`src/rtl/uart_pkg.sv`:
```
`default_nettype none
// ============================================================================
// Module      : uart_pkg
// Description : Shared constants, FSM encoding and parity helper for the
//               parametrised UART transmitter.
// Revision    : 1.0 - initial release
// ============================================================================
package uart_pkg;

    localparam int CLK_HZ               = 50_000_000;
    localparam int BAUD_DEFAULT         = 115_200;
    // 50 MHz / 115200 truncates to 434 clocks per bit.
    localparam int CLKS_PER_BIT_DEFAULT = CLK_HZ / BAUD_DEFAULT;

    localparam int PAR_NONE = 0;
    localparam int PAR_ODD  = 1;
    localparam int PAR_EVEN = 2;

    typedef enum logic [2:0] {
        ST_IDLE   = 3'd0,
        ST_START  = 3'd1,
        ST_DATA   = 3'd2,
        ST_PARITY = 3'd3,
        ST_STOP   = 3'd4
    } tx_state_e;

    // Even parity is the XOR of the payload; odd parity inverts it.
    // Narrow payloads are zero-extended, which does not change the XOR.
    function automatic logic parity_bit(input logic [7:0] data, input int par_mode);
        return (^data) ^ (par_mode == PAR_ODD);
    endfunction

endpackage
`default_nettype wire

```
`src/rtl/uart_tx_fifo.sv`:
```
`default_nettype none
// ============================================================================
// Module      : uart_tx_fifo
// Description : Single-clock synchronous FIFO. Storage is flop based, so the
//               head entry is readable in the same cycle it is popped.
// Revision    : 1.0 - initial release
// ============================================================================
module uart_tx_fifo #(
    parameter int WIDTH = 8,
    parameter int DEPTH = 16
) (
    input  logic                     clk,
    input  logic                     rst,
    input  logic                     push,
    input  logic [WIDTH-1:0]         push_data,
    input  logic                     pop,
    output logic [WIDTH-1:0]         pop_data,
    output logic                     full,
    output logic                     empty,
    output logic [$clog2(DEPTH):0]   count
);

    localparam int AW = $clog2(DEPTH);

    logic [WIDTH-1:0] mem_q [DEPTH];
    logic [AW-1:0]    wr_ptr_q, wr_ptr_d;
    logic [AW-1:0]    rd_ptr_q, rd_ptr_d;
    logic [AW:0]      count_q, count_d;
    logic             push_ok, pop_ok;

    assign full     = (count_q == (AW+1)'(DEPTH));
    assign empty    = (count_q == '0);
    assign count    = count_q;
    assign pop_data = mem_q[rd_ptr_q];
    assign push_ok  = push && !full;
    assign pop_ok   = pop && !empty;

    // Pointer and occupancy next-state; a simultaneous push and pop holds count.
    always_comb begin
        wr_ptr_d = wr_ptr_q;
        rd_ptr_d = rd_ptr_q;
        count_d  = count_q;
        if (push_ok) begin
            wr_ptr_d = wr_ptr_q + 1'b1;
        end
        if (pop_ok) begin
            rd_ptr_d = rd_ptr_q + 1'b1;
        end
        case ({push_ok, pop_ok})
            2'b10:   count_d = count_q + 1'b1;
            2'b01:   count_d = count_q - 1'b1;
            default: count_d = count_q;
        endcase
    end

    // Control registers; reset flushes the FIFO.
    always_ff @(posedge clk) begin
        if (rst) begin
            wr_ptr_q <= '0;
            rd_ptr_q <= '0;
            count_q  <= '0;
        end else begin
            wr_ptr_q <= wr_ptr_d;
            rd_ptr_q <= rd_ptr_d;
            count_q  <= count_d;
        end
    end

    // Storage array; contents need no reset because occupancy gates reads.
    always_ff @(posedge clk) begin
        if (push_ok) begin
            mem_q[wr_ptr_q] <= push_data;
        end
    end

endmodule
`default_nettype wire

```
`src/rtl/uart_tx_param.sv`:
```
`default_nettype none
// ============================================================================
// Module      : uart_tx_param
// Description : Parametrised UART transmitter with input FIFO. Frames are
//               start, DATA_BITS (LSB first), optional parity, STOP_BITS stop,
//               sent back-to-back while the FIFO holds data.
// Revision    : 1.0 - initial release
// ============================================================================
module uart_tx_param
    import uart_pkg::*;
#(
    parameter int CLKS_PER_BIT = CLKS_PER_BIT_DEFAULT,
    parameter int DATA_BITS    = 8,
    parameter int PARITY       = PAR_NONE,
    parameter int STOP_BITS    = 1,
    parameter int FIFO_DEPTH   = 16
) (
    input  logic                          fpga_clk1,
    input  logic                          rst,
    input  logic [DATA_BITS-1:0]          in_data,
    input  logic                          in_valid,
    output logic                          in_ready,
    output logic                          tx,
    output logic                          busy,
    output logic [$clog2(FIFO_DEPTH):0]   fifo_count
);

    localparam int                BAUD_W    = $clog2(CLKS_PER_BIT);
    localparam logic [BAUD_W-1:0] BAUD_LAST = BAUD_W'(CLKS_PER_BIT - 1);
    localparam logic [2:0]        BIT_LAST  = 3'(DATA_BITS - 1);
    localparam logic              STOP_LAST = 1'(STOP_BITS - 1);

    tx_state_e            state_q, state_d;
    logic [BAUD_W-1:0]    baud_q, baud_d;
    logic [2:0]           bit_idx_q, bit_idx_d;
    logic                 stop_idx_q, stop_idx_d;
    logic [DATA_BITS-1:0] shift_q, shift_d;
    logic                 parity_q, parity_d;
    logic                 tx_q, tx_d;

    logic                 fifo_pop;
    logic                 fifo_full;
    logic                 fifo_empty;
    logic [DATA_BITS-1:0] fifo_rd_data;
    logic                 bit_done;

    uart_tx_fifo #(
        .WIDTH (DATA_BITS),
        .DEPTH (FIFO_DEPTH)
    ) u_fifo (
        .clk       (fpga_clk1),
        .rst       (rst),
        .push      (in_valid && in_ready),
        .push_data (in_data),
        .pop       (fifo_pop),
        .pop_data  (fifo_rd_data),
        .full      (fifo_full),
        .empty     (fifo_empty),
        .count     (fifo_count)
    );

    // Held low during reset so nothing is accepted while the FIFO is flushed.
    assign in_ready = !fifo_full && !rst;
    assign tx       = tx_q;
    assign busy     = (state_q != ST_IDLE) || !fifo_empty;
    assign bit_done = (baud_q == BAUD_LAST);

    // Frame sequencing: next state, bit counters, shift register and tx level.
    always_comb begin
        state_d    = state_q;
        baud_d     = bit_done ? '0 : baud_q + 1'b1;
        bit_idx_d  = bit_idx_q;
        stop_idx_d = stop_idx_q;
        shift_d    = shift_q;
        parity_d   = parity_q;
        tx_d       = tx_q;
        fifo_pop   = 1'b0;

        case (state_q)
            ST_IDLE: begin
                baud_d = '0;
                tx_d   = 1'b1;
                if (!fifo_empty) begin
                    fifo_pop = 1'b1;
                    state_d  = ST_START;
                    shift_d  = fifo_rd_data;
                    parity_d = parity_bit(8'(fifo_rd_data), PARITY);
                    tx_d     = 1'b0;
                end
            end
            ST_START: begin
                if (bit_done) begin
                    state_d   = ST_DATA;
                    bit_idx_d = '0;
                    tx_d      = shift_q[0];
                end
            end
            ST_DATA: begin
                if (bit_done) begin
                    if (bit_idx_q == BIT_LAST) begin
                        if (PARITY != PAR_NONE) begin
                            state_d = ST_PARITY;
                            tx_d    = parity_q;
                        end else begin
                            state_d    = ST_STOP;
                            stop_idx_d = 1'b0;
                            tx_d       = 1'b1;
                        end
                    end else begin
                        bit_idx_d = bit_idx_q + 1'b1;
                        shift_d   = shift_q >> 1;
                        tx_d      = shift_q[1];
                    end
                end
            end
            ST_PARITY: begin
                if (bit_done) begin
                    state_d    = ST_STOP;
                    stop_idx_d = 1'b0;
                    tx_d       = 1'b1;
                end
            end
            ST_STOP: begin
                if (bit_done) begin
                    if (stop_idx_q == STOP_LAST) begin
                        // Chain straight into the next frame when data waits.
                        if (!fifo_empty) begin
                            fifo_pop = 1'b1;
                            state_d  = ST_START;
                            shift_d  = fifo_rd_data;
                            parity_d = parity_bit(8'(fifo_rd_data), PARITY);
                            tx_d     = 1'b0;
                        end else begin
                            state_d = ST_IDLE;
                            tx_d    = 1'b1;
                        end
                    end else begin
                        stop_idx_d = 1'b1;
                    end
                end
            end
            default: begin
                state_d = ST_IDLE;
                baud_d  = '0;
                tx_d    = 1'b1;
            end
        endcase
    end

    // State register; reset aborts any frame and returns the line to idle high.
    always_ff @(posedge fpga_clk1) begin
        if (rst) begin
            state_q    <= ST_IDLE;
            baud_q     <= '0;
            bit_idx_q  <= '0;
            stop_idx_q <= 1'b0;
            shift_q    <= '0;
            parity_q   <= 1'b0;
            tx_q       <= 1'b1;
        end else begin
            state_q    <= state_d;
            baud_q     <= baud_d;
            bit_idx_q  <= bit_idx_d;
            stop_idx_q <= stop_idx_d;
            shift_q    <= shift_d;
            parity_q   <= parity_d;
            tx_q       <= tx_d;
        end
    end

endmodule
`default_nettype wire

```
`config.mk`:
```
export PLATFORM = sky130hd
export DESIGN_NAME = uart_tx_param
export DESIGN_NICKNAME = d
export VERILOG_FILES = /design/src/rtl/uart_pkg.sv /design/src/rtl/uart_tx_fifo.sv /design/src/rtl/uart_tx_param.sv
export SDC_FILE = /design/constraint.sdc
export NUM_CORES = 1
export LEC_CHECK = 0
export BUFFER_PORTS_ARGS = -buffer_cell sky130_fd_sc_hd__buf_2
export CORE_UTILIZATION = 65
export DETAILED_ROUTE_END_ITERATION = 16
export PLACE_DENSITY = 0.85
export SETUP_SLACK_MARGIN = 0.3
export SLEW_MARGIN = 0
export SYNTH_ARGS = -nofsm -noshare
export SYNTH_HDL_FRONTEND = slang
export SYNTH_SLANG_ARGS = --single-unit
export TNS_END_PERCENT = 1
```
`constraint.sdc`:
```
create_clock -name fpga_clk1 -period 9.2 [get_ports fpga_clk1]
set_input_delay 1.84 -clock fpga_clk1 [delete_from_list [all_inputs] [get_ports fpga_clk1]]
set_output_delay 1.84 -clock fpga_clk1 [all_outputs]
set_load 0.005 [all_outputs]
```
# After elaboration in Yosys (flattened, before gate mapping)

Memory sizes are Yosys's and may differ from the RTL's. A register that Yosys moved wholly into a read port is not among the register bits.
Cells that the tools add are included.

Register bits: 38
Bits in writable memories: 128
Input port bits: 11
Output and inout bits: 8
Word-level logic and storage cells: 98
Memories: 1

Add/sub/neg operators: 6
Equal/unequal tests: 17
Mux-type cells: 42
Bitwise operators: 1
Reduce and logical (&&, ||, !) cells: 22

Memory list:

| name         | words | width | read ports | clocked after Yosys merged registers in | write ports | line               | source |
|---|---|---|---|---|---|---|---|
| u_fifo.mem_q | 16    | 8     | 1          | 1                                       | 1           | uart_tx_fifo.sv:25 | `logic [WIDTH-1:0] mem_q [DEPTH];` |

Operators by type and width:

| cell                | number |
|---|---|
| $mux 8              | 5 |
| $mux 3              | 10 |
| $pmux 8 s3          | 1 |
| $mux 1              | 18 |
| $ne 2x2->1 const B  | 8 |
| $pmux 3 s5          | 1 |
| $reduce_and 5->1    | 3 |
| $pmux 5 s2          | 1 |
| $add 9x1->9 const B | 1 |
| $eq 9x9->1 const B  | 1 |
| $reduce_bool 3->1   | 3 |
| $add 4x1->4 const B | 2 |
| $mux 4              | 2 |
| $reduce_and 7->1    | 1 |
| $eq 3x2->1 const B  | 2 |
| $eq 3x3->1 const B  | 2 |
| $pmux 3 s2          | 1 |
| $add 5x1->5 const B | 1 |
| $eq 5x5->1 const B  | 1 |
| $logic_not 5->1     | 1 |
| $pmux 1 s5          | 1 |
| $sub 5x1->5 const B | 1 |
| $logic_and 1x1->1   | 4 |
| $reduce_and 4->1    | 1 |
| other kinds (13)    | 16 |

# Logic depth before layout (Yosys ltp)

Gate-level depths: netlist (run 1).

Word-level depth: 8
Depth in mapped cells: 15
Depth with buffers taken out: 13

# Modules after synthesis

A second synthesis (run 1) with hierarchy kept.

Cell total of the unflattened synthesis: 462
Area, all modules: 7126.8 µm²

Modules (own cells, without submodules):

| module        | times used | cells each | area an instance (µm²) | seq. area each (µm²) |
|---|---|---|---|---|
| uart_tx_fifo  | 1          | 330        | 5891.9                 | 4184.0 |
| uart_tx_param | 1          | 132        | 1234.9                 | 480.5 |

# Worst setup path before layout (run 1)

Ideal clock, no wire load.

Path type: in2out
Start point: in rst
End point: out in_ready
Data arrival time: 2.386 ns
Data required time: 7.360 ns
Setup slack: 4.974 ns
Cell stages on the path: 3
Path buffers: 2
Path through: clkbuf_1 -> clkbuf_1 -> a21oi_1

Word-level cells in the longest chain between the ends: 2

RTL lines:

| item              | line                | source |
|---|---|---|
| start, declared   | uart_tx_param.sv:19 | `input logic rst,` |
| $logic_not 1->1   | uart_tx_param.sv:63 | `assign in_ready = !fifo_full && !rst;` |
| $logic_and 1x1->1 | uart_tx_param.sv:63 |  |
| end, declared     | uart_tx_param.sv:22 | `output logic in_ready,` |

No other way between the ends.

# Worst setup path in the final report (run 1)

Ends and elaborated chain as after synthesis.

==> results of run 1 <==
-- sequential cells by signal, indices dropped and copies added, names as in the netlist, named ones only --
signal and cells:
bit_idx_q 3, u_fifo.mem_q 128, u_fifo.rd_ptr_q 4, state_q 3, baud_q 9, u_fifo.count 5, u_fifo.wr_ptr_q 4, tx 1
shift_q 8
-- layer usage --
| layer | global-route usage [%] | wire length, um | share of wire [%] |
|---|---|---|---|
| met3 | 6.14 | 921 | 6.3 |
| met2 | 47.1 | 7620 | 52 |
| met1 | 35.9 | 5860 | 40 |
| met4 | 10.6 | 234 | 1.6 |
| met5 | 0 | 0 | 0 |
-- power by group --
part / switching, W / total, W / internal (W)
Clock: 0.000324 / 0.000697 / 0.000373
Combinational: 0.000315 / 0.000572 / 0.000257
Sequential: 0.0000481 / 0.000915 / 0.000867
-- critical path, cell delays in order --
cell                      delay, ns
sky130_fd_sc_hd__buf_2         0.51
sky130_fd_sc_hd__a21oi_1       0.09
sky130_fd_sc_hd__buf_2         0.16
-- worst min path at each step --
stage / startpoint / to / slack, ns / cells past startpoint
after floorplan: baud_q[0] / baud_q[0] / 0.45 / 1
after global placement: baud_q[0] / baud_q[0] / 0.46 / 1
after detailed placement: baud_q[0] / baud_q[0] / 0.48 / 1
after CTS: baud_q[0] / baud_q[0] / 0.50 / 1
after global routing: baud_q[0] / baud_q[0] / 0.52 / 1
final: baud_q[0] / baud_q[0] / 0.49 / 1
-- cell type report --
type                       count  area [um^2]
tap                          136          170
timing repair buffer          23          128
multi-input combinational    277         2280
clock buffer                  18          418
fill                         593         2650
sequential                   169         4670
clock inverter                14          158
inverter                      11         41.3
-- cells in the final DEF, fill, tap and decap left out, drive strengths merged, types with 10 or more instances in the layout --
cell type	synthesis	routed
a21oi	11	11
buf	14	22
clkbuf	16	19
dfxtp	41	41
edfxtp	128	128
ha	13	13
inv	11	19
mux2i	20	20
mux4	23	23
nand2	18	18
nor2	55	55
nor3	11	11
o21ai	13	13
xnor2	10	10
-- per-stage QoR --
step	area, um^2	setup slack, ns
after floorplan	7160	4.97
after global placement	7280	4.68
after detailed placement	7280	4.55
after CTS	7860	4.77
after global routing	7860	4.70
final	7860	4.76
-- logic make-up after synthesis --
family | share of synthesized area, %
XOR/XNOR | 2.08
AND/OR/NAND/NOR | 8.93
AO/OA/AOI/OAI | 7.31
flip-flops | 65.2
multiplexers | 11.3
adder cells (fa/ha/maj) | 2.27
buffers and inverters | 2.97
==> impl_metrics.env, run 1 <==
export IMPL_synth_top_flop_cell="sky130_fd_sc_hd__edfxtp_1"
export IMPL_async_reset_ff_share_pct=0
export IMPL_critical_path_startpoint_type="primary input"
export IMPL_synth_top_cell_area_share_pct=53.7
export IMPL_place_congestion=0.827
export IMPL_final_clock_skew_ns=0.0195
export IMPL_crit_reg2reg_launch="baud_q[1]"
export IMPL_routed_wl_mm=14.6
export IMPL_grt_start_max_net_pins=42
export IMPL_num_vias=4214
export IMPL_cts_tree="yes"
export IMPL_drt_first_pass_iters=5
export IMPL_report_final_hold_viol_count=0
export IMPL_power_per_cell_area_nw_per_um2=278
export IMPL_final_min_clock_period_ns=4.44
export IMPL_core_area_um2=10500
export IMPL_critical_path_required_ns=7.36
export IMPL_tritoncts_num_buffers=17
export IMPL_grt_antenna_before_repair=0
export IMPL_grt_overflow=0
export IMPL_ys_top_cells_by_count="sky130_fd_sc_hd__edfxtp_1 (128), sky130_fd_sc_hd__nor2_1 (55), sky130_fd_sc_hd__dfxtp_1 (41)"
export IMPL_power_static_leakage_nw=2.55
export IMPL_setup_worst_path_end="in_ready"
export IMPL_worst_r2r_endpoint="u_fifo.count[4]"
export IMPL_post_route_drc_count=0
export IMPL_slew_headroom_pct=20.2
export IMPL_io_pin_count=19
export IMPL_rows=37
export IMPL_transition_time_at_the_pin_with_the_least_slew_margin_ns=1.19
export IMPL_antenna_violating_nets_post_route=0
export IMPL_period_share_pct=48.3
export IMPL_avgRoutedWirePerCell_um=22.6
export IMPL_grt_pass1_wl_mm=22.7
export IMPL_worstPathMaxFanout=35
export IMPL_syn_area_um2=7160
export IMPL_synth_edf_count=128
export IMPL_max_cap_violations=0
export IMPL_fin_worst_hold_slack_ns=0.491
export IMPL_placedCellCount=615
export IMPL_worstSkewPairLatency_ns=0.54
export IMPL_max_freq_mhz=225
export IMPL_cts_root_buf="sky130_fd_sc_hd__clkbuf_8"
export IMPL_critPathLaunch="rst"
export IMPL_hold_path_class="reg2reg"
export IMPL_finalSetupViolations=0
export IMPL_critical_path_class="in2out"
export IMPL_floorplan_die_area_um2=11400
export IMPL_layout_cells_non_filler=648
export IMPL_antenna_cells=0
export IMPL_synth_top_cells_by_area="sky130_fd_sc_hd__edfxtp_1 (54%), sky130_fd_sc_hd__dfxtp_1 (11%), sky130_fd_sc_hd__mux4_2 (7.2%)"
export IMPL_final_util_pct=74.8
export IMPL_detailed_place_hpwl_mm=8.59
export IMPL_layout_drive_gt1_share_pct=19.1
export IMPL_yosys_register_bits=169
export IMPL_initial_utilization_pct=68.1
export IMPL_synth_seq_area_share_pct=65.2
export IMPL_cts_resized=0
export IMPL_end_kind="output pin"
export IMPL_final_max_slew_viol_count=0
export IMPL_rrSetupSlack_ns=5.64
export IMPL_post_cts_hold_buffer_count=0
export IMPL_cts_root_to_sink_buffers=2
export IMPL_outcome="completed"
export IMPL_yosys_warning_count=0
export IMPL_synth_nets=511
export IMPL_netlist_instances=487
export IMPL_path_clk_slew_ns=0.07
export IMPL_gr_usage_all_layers_pct=28.0
export IMPL_numClockSinks=169
export IMPL_arrival_worst_endpoint_ns=2.60
export IMPL_worst_supply_voltage_drop_on_vdd_v=0.000192
export IMPL_yosys_cell_types_count=57
export IMPL_rsz0062_at_grt="false"
export IMPL_num_nets_final=523
export IMPL_post_cts_repair_setup_buffers=0
export IMPL_port_buffer_count=18
export IMPL_horizontal_die_dimension_um=107
export IMPL_p_total_w=0.00218
export IMPL_synthToLayoutAreaGrowth_pct=9.82
export IMPL_rr_worst_depth=13
export IMPL_post_synth_cell_area_avg_um2=14.7
export IMPL_total_neg_setup_slack_ns=0
export IMPL_synth_area_leader_cell="sky130_fd_sc_hd__edfxtp_1"
export IMPL_via_count_of_the_first_global_routing_pass=4193
export IMPL_initialDrtViolationCount=512
export IMPL_ratio_of_routed_vias_to_standard_cells=6.50
export IMPL_synth_most_common_cell="sky130_fd_sc_hd__edfxtp_1"
export IMPL_die_height_um=107
export IMPL_h_tree_levels=4
Note: power is estimated with default switching activity, not from simulation.
==> run 2, diff against run 1 <==
--- a/config.mk
+++ b/config.mk
@@ -6,9 +6,9 @@
 export NUM_CORES = 1
 export LEC_CHECK = 0
 export BUFFER_PORTS_ARGS = -buffer_cell sky130_fd_sc_hd__buf_2
-export CORE_UTILIZATION = 65
+export CORE_UTILIZATION = 62
 export DETAILED_ROUTE_END_ITERATION = 16
-export PLACE_DENSITY = 0.85
+export PLACE_DENSITY = 0.81
 export SETUP_SLACK_MARGIN = 0.3
 export SLEW_MARGIN = 0
 export SYNTH_ARGS = -nofsm -noshare
==> constraint.sdc (replaced) <==
create_clock -name fpga_clk1 -period 4.3 [get_ports fpga_clk1]
set_input_delay 0.86 -clock fpga_clk1 [delete_from_list [all_inputs] [get_ports fpga_clk1]]
set_output_delay 0.86 -clock fpga_clk1 [all_outputs]
set_load 0.005 [all_outputs]
==> impl_metrics.env, run 2 (same netlist as run 1, synthesis figures left out) <==
export IMPL_seq_power_share_pct=43.9
export IMPL_worstSkewPairLatency_ns=0.43
export IMPL_worstPathMaxFanout=15
export IMPL_ratio_of_routed_vias_to_standard_cells=6.32
export IMPL_synthToLayoutAreaGrowth_pct=10.2
export IMPL_num_nets_final=527
export IMPL_preCtsSetupSlack_ns=0.859
export IMPL_post_cts_hold_buffer_count=0
export IMPL_horizontal_die_dimension_um=109
export IMPL_most_common_cell_after_layout_fill_and_taps_aside="sky130_fd_sc_hd__edfxtp_1"
export IMPL_gr_usage_all_layers_pct=26.3
export IMPL_rows=38
export IMPL_avgRoutedWirePerCell_um=21.6
export IMPL_h_tree_levels=4
export IMPL_critical_path_required_ns=4.66
export IMPL_port_buffer_count=18
export IMPL_hold_path_depth=1
export IMPL_tritoncts_num_buffers=17
export IMPL_highest_layer="met4"
export IMPL_cts_root_to_sink_buffers=2
export IMPL_via_count_of_the_first_global_routing_pass=4014
export IMPL_num_vias=4144
export IMPL_finalSetupViolations=0
export IMPL_cts_tree="yes"
export IMPL_combinationalPowerShare_pct=24.3
export IMPL_place_congestion=0.798
export IMPL_total_neg_setup_slack_ns=0
export IMPL_slew_headroom_pct=34.1
export IMPL_grt_antenna_before_repair=0
export IMPL_switching_share_pct=29.5
export IMPL_critical_path_class="reg2reg"
export IMPL_numClockSinks=169
export IMPL_worst_supply_voltage_drop_on_vdd_v=0.000368
export IMPL_rr_worst_depth=13
export IMPL_path_clk_slew_ns=0.06
export IMPL_core_area_um2=11000
export IMPL_grt_overflow=0
export IMPL_initialDrtViolationCount=431
export IMPL_total_switching_power_w=0.00137
export IMPL_layout_drive_gt1_share_pct=19.0
export IMPL_largest_register="u_fifo.mem_q"
export IMPL_max_freq_mhz=308
export IMPL_most_frequent_cells_in_the_layout="sky130_fd_sc_hd__edfxtp_1 (128), sky130_fd_sc_hd__nor2_1 (55), sky130_fd_sc_hd__dfxtp_1 (40)"
export IMPL_post_route_drc_count=0
export IMPL_cts_root_buf="sky130_fd_sc_hd__clkbuf_16"
export IMPL_period_share_pct=75.6
export IMPL_arrival_worst_endpoint_ns=3.61
export IMPL_layout_top_registers="u_fifo.mem_q: 128 flops, baud_q: 9 flops, shift_q: 8 flops"
export IMPL_fin_ws_ns=1.05
export IMPL_max_cap_violations=0
export IMPL_hold_path_class="reg2reg"
export IMPL_grt_pass1_wl_mm=22.1
export IMPL_routed_wl_mm=14.2
export IMPL_final_max_slew_viol_count=0
export IMPL_post_cts_repair_setup_buffers=0
export IMPL_rsz0062_at_grt="false"
export IMPL_antenna_cells=0
export IMPL_floorplan_die_area_um2=12000
export IMPL_antenna_violating_nets_post_route=0
export IMPL_transition_time_at_the_pin_with_the_least_slew_margin_ns=0.986
export IMPL_die_height_um=109
export IMPL_critical_path_startpoint_type="register"
export IMPL_power_static_leakage_nw=2.56
export IMPL_outcome="completed"
export IMPL_cellInternalPower_w=0.00327
export IMPL_largest_register_ff_count=128
export IMPL_power_clock_fraction_pct=31.8
export IMPL_final_clock_skew_ns=0.00876
export IMPL_initial_utilization_pct=64.9
export IMPL_detail_route_wirelength_met1_mm=5.85
export IMPL_report_final_hold_viol_count=0
export IMPL_final_min_clock_period_ns=3.25
export IMPL_wl_met3_mm=1.02
export IMPL_wl_met2_mm=6.96
export IMPL_power_per_cell_area_nw_per_um2=588
export IMPL_grt_start_max_net_pins=35
export IMPL_end_kind="register"
export IMPL_drt_first_pass_iters=5
export IMPL_io_pin_count=19
export IMPL_cts_resized=0
export IMPL_detailed_place_hpwl_mm=9.05
[run 2: power groups by stage]
stage | sequential [W] | clock, W | combinational (W)
4_1_cts | 0.00204 | 0.00149 | 0.00112
3_3_place_gp | 0.00206 | 0 | 0.00109
6_report | 0.00204 | 0.00147 | 0.00112
5_1_grt | 0.00206 | 0.00156 | 0.00123
3_5_place_dp | 0.00207 | 0 | 0.00112
2_1_floorplan | 0.00194 | 0 | 0.00102
[run 2: critical path, stage by stage, from the launching register on]
cell and delay (ns):
sky130_fd_sc_hd__dfxtp_1 0.40, sky130_fd_sc_hd__ha_1 0.17, sky130_fd_sc_hd__nand4b_1 0.16, sky130_fd_sc_hd__or2_0 0.23, sky130_fd_sc_hd__buf_4 0.19, sky130_fd_sc_hd__a21oi_2 0.32
sky130_fd_sc_hd__ha_1 0.39, sky130_fd_sc_hd__xor2_1 0.11, sky130_fd_sc_hd__ha_1 0.23, sky130_fd_sc_hd__nand2b_1 0.07, sky130_fd_sc_hd__a21boi_0 0.09, sky130_fd_sc_hd__o21a_1 0.20
sky130_fd_sc_hd__or4_1 0.47, sky130_fd_sc_hd__a21oi_1 0.15
[run 2: final timing paths]
check / from / to / slack [ns]
worst min-delay path: baud_q[0] / baud_q[0] / 0.49
worst max-delay path: baud_q[0] / u_fifo.count[4] / 1.05
worst min register to register: baud_q[0] / baud_q[0] / 0.49
worst max register to register: baud_q[0] / u_fifo.count[4] / 1.05
[run 2: stage by stage]
stage               utilization (%)  cell area [um^2]  cells  hold WS (ns)  total power [W]
CTS                            71.5              7890    656         0.500          0.00465
finish                         71.5              7890    656         0.487          0.00463
floorplan                         -              7160    487         0.445          0.00296
global route                   71.5              7890    656         0.516          0.00484
detailed placement             66.4              7320    624         0.478          0.00319
global placement               66.4              7320    624         0.459          0.00315
[run 2: metal layers]
metal  up-vias  global-route usage (%)
li1       1880                       -
met1      2050                    34.4
met2       183                    41.5
met3        31                    7.77
met4         0                    10.7
met5         -                       0
[run 2: cell type report]
cell class	count	area, um^2
Fill cell	690	3140
Tap cell	140	175
Clock inverter	10	120
Inverter	11	41.3
Timing Repair Buffer	27	158
Multi-Input combinational cell	277	2280
Sequential cell	169	4670
Clock buffer	22	444
